File: config.mk
export PLATFORM = sky130hd
export DESIGN_NAME = rvx_reset_conditioner
export DESIGN_NICKNAME = d
export VERILOG_FILES = /design/src/rtl/rvx_reset_conditioner.sv
export SDC_FILE = /design/constraint.sdc
export NUM_CORES = 1
export LEC_CHECK = 0
export BUFFER_PORTS_ARGS = -buffer_cell sky130_fd_sc_hd__clkbuf_2
export CORE_ASPECT_RATIO = 1.4
export CORE_UTILIZATION = 55
export DETAILED_ROUTE_END_ITERATION = 10
export PLACE_DENSITY = 0.81
export SYNTH_ARGS = -nofsm -noshare
export SYNTH_HDL_FRONTEND = slang
export SYNTH_SLANG_ARGS = --single-unit
File: constraint.sdc
create_clock -name clock -period 4.3 [get_ports clock]
set_clock_uncertainty 0.05 [all_clocks]
set_input_delay 0.215 -clock clock [delete_from_list [all_inputs] [get_ports clock]]
set_output_delay 0.215 -clock clock [all_outputs]
set_load 0.01 [all_outputs]
File: src/rtl/rvx_reset_conditioner.sv
`timescale 1ns/1ps
// Board reset conditioner: synchronises and debounces the push-button, then stretches the SoC reset.
// Latency: 2 sync edges + DEBOUNCE_CYCLES to assert, release debounce + RESET_HOLD_CYCLES to deassert.
// Backpressure: none; the button is sampled every cycle and all outputs come straight from flops.
//
// Ports:
//   clock        system clock, rising edge
//   reset_n      board-level reset (e.g. PLL lock), synchronous, active-low
//   button       raw asynchronous push-button pin
//   soc_reset_n  conditioned SoC reset, active-low, registered
//   button_level debounced pressed level (1 = pressed, after polarity normalisation)
//   reset_event  one-cycle pulse on the edge that starts a button reset
module rvx_reset_conditioner #(
    parameter int DEBOUNCE_CYCLES    = 500000,
    parameter int RESET_HOLD_CYCLES  = 1024,
    parameter bit BUTTON_ACTIVE_HIGH = 1'b1
) (
    input  logic clock,
    input  logic reset_n,
    input  logic button,
    output logic soc_reset_n,
    output logic button_level,
    output logic reset_event
);

    localparam int DW = $clog2(DEBOUNCE_CYCLES + 1);
    localparam int HW = $clog2(RESET_HOLD_CYCLES + 1);

    localparam logic [DW-1:0] DEB_LAST  = DW'(DEBOUNCE_CYCLES - 1);
    localparam logic [HW-1:0] HOLD_LAST = HW'(RESET_HOLD_CYCLES - 1);

    localparam logic [2:0] ST_HOLD         = 3'd0;
    localparam logic [2:0] ST_RUN          = 3'd1;
    localparam logic [2:0] ST_PRESS_QUAL   = 3'd2;
    localparam logic [2:0] ST_PRESSED      = 3'd3;
    localparam logic [2:0] ST_RELEASE_QUAL = 3'd4;

    logic          sync_q1;
    logic          pressed_sync;
    logic [2:0]    state;
    logic [2:0]    state_nxt;
    logic [DW-1:0] deb_cnt;
    logic [DW-1:0] deb_nxt;
    logic [HW-1:0] hold_cnt;
    logic [HW-1:0] hold_nxt;
    logic          state_change;

    // Polarity is normalised before the first flop so everything downstream
    // works in "pressed = 1" terms.
    always_ff @(posedge clock) begin
        if (!reset_n) begin
            sync_q1      <= 1'b0;
            pressed_sync <= 1'b0;
        end else begin
            sync_q1      <= button ^ ~BUTTON_ACTIVE_HIGH;
            pressed_sync <= sync_q1;
        end
    end

    always_comb begin
        state_nxt = state;
        deb_nxt   = deb_cnt;
        hold_nxt  = hold_cnt;
        case (state)
            ST_HOLD: begin
                if (hold_cnt == HOLD_LAST) begin
                    state_nxt = ST_RUN;
                end else begin
                    hold_nxt = hold_cnt + HW'(1);
                end
            end
            ST_RUN: begin
                if (pressed_sync) begin
                    state_nxt = ST_PRESS_QUAL;
                end
            end
            ST_PRESS_QUAL: begin
                if (!pressed_sync) begin
                    state_nxt = ST_RUN;
                end else if (deb_cnt == DEB_LAST) begin
                    state_nxt = ST_PRESSED;
                end else begin
                    deb_nxt = deb_cnt + DW'(1);
                end
            end
            ST_PRESSED: begin
                if (!pressed_sync) begin
                    state_nxt = ST_RELEASE_QUAL;
                end
            end
            ST_RELEASE_QUAL: begin
                if (pressed_sync) begin
                    state_nxt = ST_PRESSED;
                end else if (deb_cnt == DEB_LAST) begin
                    state_nxt = ST_HOLD;
                end else begin
                    deb_nxt = deb_cnt + DW'(1);
                end
            end
            default: begin
                state_nxt = ST_HOLD;
            end
        endcase
    end

    // Both counters restart from zero whenever the FSM enters a new state,
    // so a bounce always forces a full re-qualification.
    assign state_change = (state_nxt != state);

    always_ff @(posedge clock) begin
        if (!reset_n) begin
            state        <= ST_HOLD;
            deb_cnt      <= '0;
            hold_cnt     <= '0;
            soc_reset_n  <= 1'b0;
            button_level <= 1'b0;
            reset_event  <= 1'b0;
        end else begin
            state        <= state_nxt;
            deb_cnt      <= state_change ? '0 : deb_nxt;
            hold_cnt     <= state_change ? '0 : hold_nxt;
            // Outputs are decoded from the next state so they change on the
            // same edge as the transition that causes them.
            soc_reset_n  <= (state_nxt == ST_RUN) || (state_nxt == ST_PRESS_QUAL);
            button_level <= (state_nxt == ST_PRESSED) || (state_nxt == ST_RELEASE_QUAL);
            reset_event  <= (state == ST_PRESS_QUAL) && (state_nxt == ST_PRESSED);
        end
    end

endmodule

==> impl_metrics.tcl <==
set metrics [dict create \
    clk_latency_ns 0.30 \
    nets 226 \
    wl_met1_mm 1.511 \
    area_delta_synth_final_pct 7.561 \
    swShare_pct 21.99 \
    vdd_drop_max_v 0.0002319 \
    r2r.worst_path.cells 7 \
    p_int_uw 490.4 \
    drv_cap 0 \
    cts_tree "yes" \
    hold-worst-slack_ns 0.08017 \
    port_buffers 5 \
    crit_start "deb_cnt[1]$_SDFFE_PP0P_" \
    die_x_um 50.84 \
    timing.rr.start "deb_cnt[1]$_SDFFE_PP0P_" \
    synthesis.area_mm2 0.001837 \
    synth.distinct_cells 44 \
    finalSetupViolations 0 \
    avgViaCountPerCell 5.820 \
    antenna_found_initial 0 \
    syn_nets 221 \
    path_clk_slew_ns 0.07 \
    dr.pass1.iters 4 \
    drc 0 \
    rsz0062_at_grt "no" \
    rrSetupSlack_ns 1.61 \
    cts-root-buf "clkbuf_8" \
    final_common_cell "dfxtp_1" \
    max_freq_ghz 0.3723 \
    cp.arrival_ns 2.83 \
    worstSetupPathType "flop to flop" \
    layout_common_cells "dfxtp_1 (38), nor2_1 (32), nand2_1 (15)" \
    hold_violations 0 \
    p_clk_share_pct 40.5 \
    clock_path_buffers 2 \
    postCtsHoldBufs 0 \
    htree_levels 2 \
    numCtsBuffers 5 \
    start_util_pct 58.25 \
    wire_per_inst_um 13.71 \
    ios 6 \
    die-area_mm2 0.003578 \
    post-route-util_pct 62.66 \
    worstPathRequired_ns 4.44 \
    setup_ws_ns 1.614 \
    run_status "completed" \
    cts_setup_buffers 0 \
    crit_path_end_kind "flop" \
    routed_wl_mm 3.579 \
    dp_hpwl_mm 2.524 \
    synth.area.top_cells "dfxtp_1 (41%), nor2_1 (6.5%), xnor2_1 (6.2%)" \
    finalCritPeriodShare_pct 62.47 \
    ctsResizeCount 0 \
    hold_depth 2 \
    tightest_slew_ns 0.6935 \
    final_antenna_net_count 0 \
    seq_area_frac_synth_pct 41.42 \
    slew-limit-headroom_pct 53.77 \
    pre_cts_ws_ns 1.615 \
    worstPathMaxFanout 16 \
    power.leakage_uw 0.0006837 \
    fillers 282 \
    power_density_mw_per_mm2 318.2 \
    synth_warnings 0 \
    row_count 24 \
    synth_top_area_share_pct 41.42 \
    drive_gt1_share_pct 9.009 \
    synth_cells 216 \
    wl_met2_mm 1.883 \
    drv_slew 0 \
    post-route-min-period_ns 2.686 \
    grt_pass1_vias 1390 \
    min_to "sync_q1$_SDFF_PN0_" \
    core_mm2 0.003153 \
    post-synth-top-area-cell "dfxtp_1" \
    avgSynthCellArea_um2 8.504 \
    grt_pass1_wl_mm 5.954 \
    vias 1519 \
    drt_iter0_markers 43 \
    ys_async_sr_fraction_pct 0 \
    synthFlopType "dfxtp_1" \
    tns_ns 0 \
    grt.total_usage_pct 22.20 \
    worst_r2r_endpoint "deb_cnt[2]$_SDFFE_PP0P_" \
    grt_max_degree 17 \
    seqPwrFrac_pct 57.2 \
    synth_seq_cells 38 \
    hp-start "button" \
    grt_overflow 0 \
    p_comb_share_pct 2.4 \
    topRoutingLayerUsed "met4" \
    clkSinkCount 38 \
    synth_edf_count 0 \
    startpoint_type "flop" \
    fp.dieH_um 70.38 \
    diodes 0 \
    hp-class "primary input to flop" \
    met3_length_um 112 \
    gp_congestion 0.7913 \
    p_sw_uw 138.3 \
]
==> stage by stage <==
stage | std cells | total power [µW] | area [µm²]
final | 261 | 628.7 | 1976
after floorplan | 216 | 378.1 | 1837
after CTS | 261 | 634.4 | 1976
after global placement | 253 | 381.7 | 1884
after detailed placement | 253 | 382.7 | 1884
after global routing | 261 | 652.8 | 1976
==> registers in the layout, indices dropped and copies added (netlist names) <==
| signal | count |
|---|---|
| soc_reset_n | 1 |
| pressed_sync | 1 |
| sync_q1 | 1 |
| state | 3 |
| deb_cnt | 19 |
| reset_event | 1 |
| hold_cnt | 11 |
| button_level | 1 |
==> power groups by stage <==
| stage | Clock [µW] | Combinational (µW) | Sequential, µW |
|---|---|---|---|
| after floorplan | 0 | 12.3 | 366 |
| after global placement | 0 | 14.6 | 367 |
| after detailed placement | 0 | 15.2 | 368 |
| after CTS | 260 | 15.4 | 359 |
| after global routing | 276 | 16.9 | 360 |
| final | 254 | 14.8 | 359 |
==> worst max-delay path by stage <==
stage / end / slack [ns] / cells past startpoint
after floorplan: soc_reset_n$_SDFF_PN0_ / 2.14 / 6
after global placement: deb_cnt[2]$_SDFFE_PP0P_ / 1.69 / 7
after detailed placement: deb_cnt[2]$_SDFFE_PP0P_ / 1.61 / 7
after CTS: deb_cnt[2]$_SDFFE_PP0P_ / 1.60 / 7
after global routing: deb_cnt[7]$_SDFFE_PP0P_ / 1.47 / 7
final: deb_cnt[2]$_SDFFE_PP0P_ / 1.61 / 7
==> worst max-delay path, cell delays in order, from the launching register on <==
cell and delay, ns:
dfxtp_1 0.41, ha_1 0.21, and4_1 0.28, nand2_1 0.08
or4_4 0.57, o221ai_2 0.56, buf_4 0.33, nor3_1 0.08
==> Yosys cell counts, types with 5 or more instances <==
library cell	count
nand4_1	9
o21ai_0	8
and3_1	5
dfxtp_1	38
xor2_1	8
buf_2	5
xnor2_1	13
a21oi_1	9
nor3_1	5
nand2_1	15
nor2_1	32
nand3_1	10
inv_1	8
==> cell families after synthesis <==
logic type | synth area share [%]
AOI/OAI and AO/OA | 11.10
xor gates and xnor gates | 10.01
adders and majority gates | 1.362
buffers and inverters | 3.815
DFF | 41.42
muxes | 1.907
and+or+nand+nor | 30.38
==> metal layers <==
metal	global-route usage, %	up-vias
met1	23.02	719
li1	-	777
met3	6.318	8
met4	12.35	0
met2	38.81	15
met5	0	-
==> final cells by class <==
type,count,area [µm²],area share (%)
flip-flops and latches,38,760.7,38.51
repair buffers,6,32.53,1.647
inverters,8,30.03,1.520
clock buffers,7,86.33,4.370
well taps,39,48.80,2.470
clock inverters,1,5.005,0.2533
multi-input cells,162,1012,51.24
Note: power is estimated with default switching activity, not from simulation.
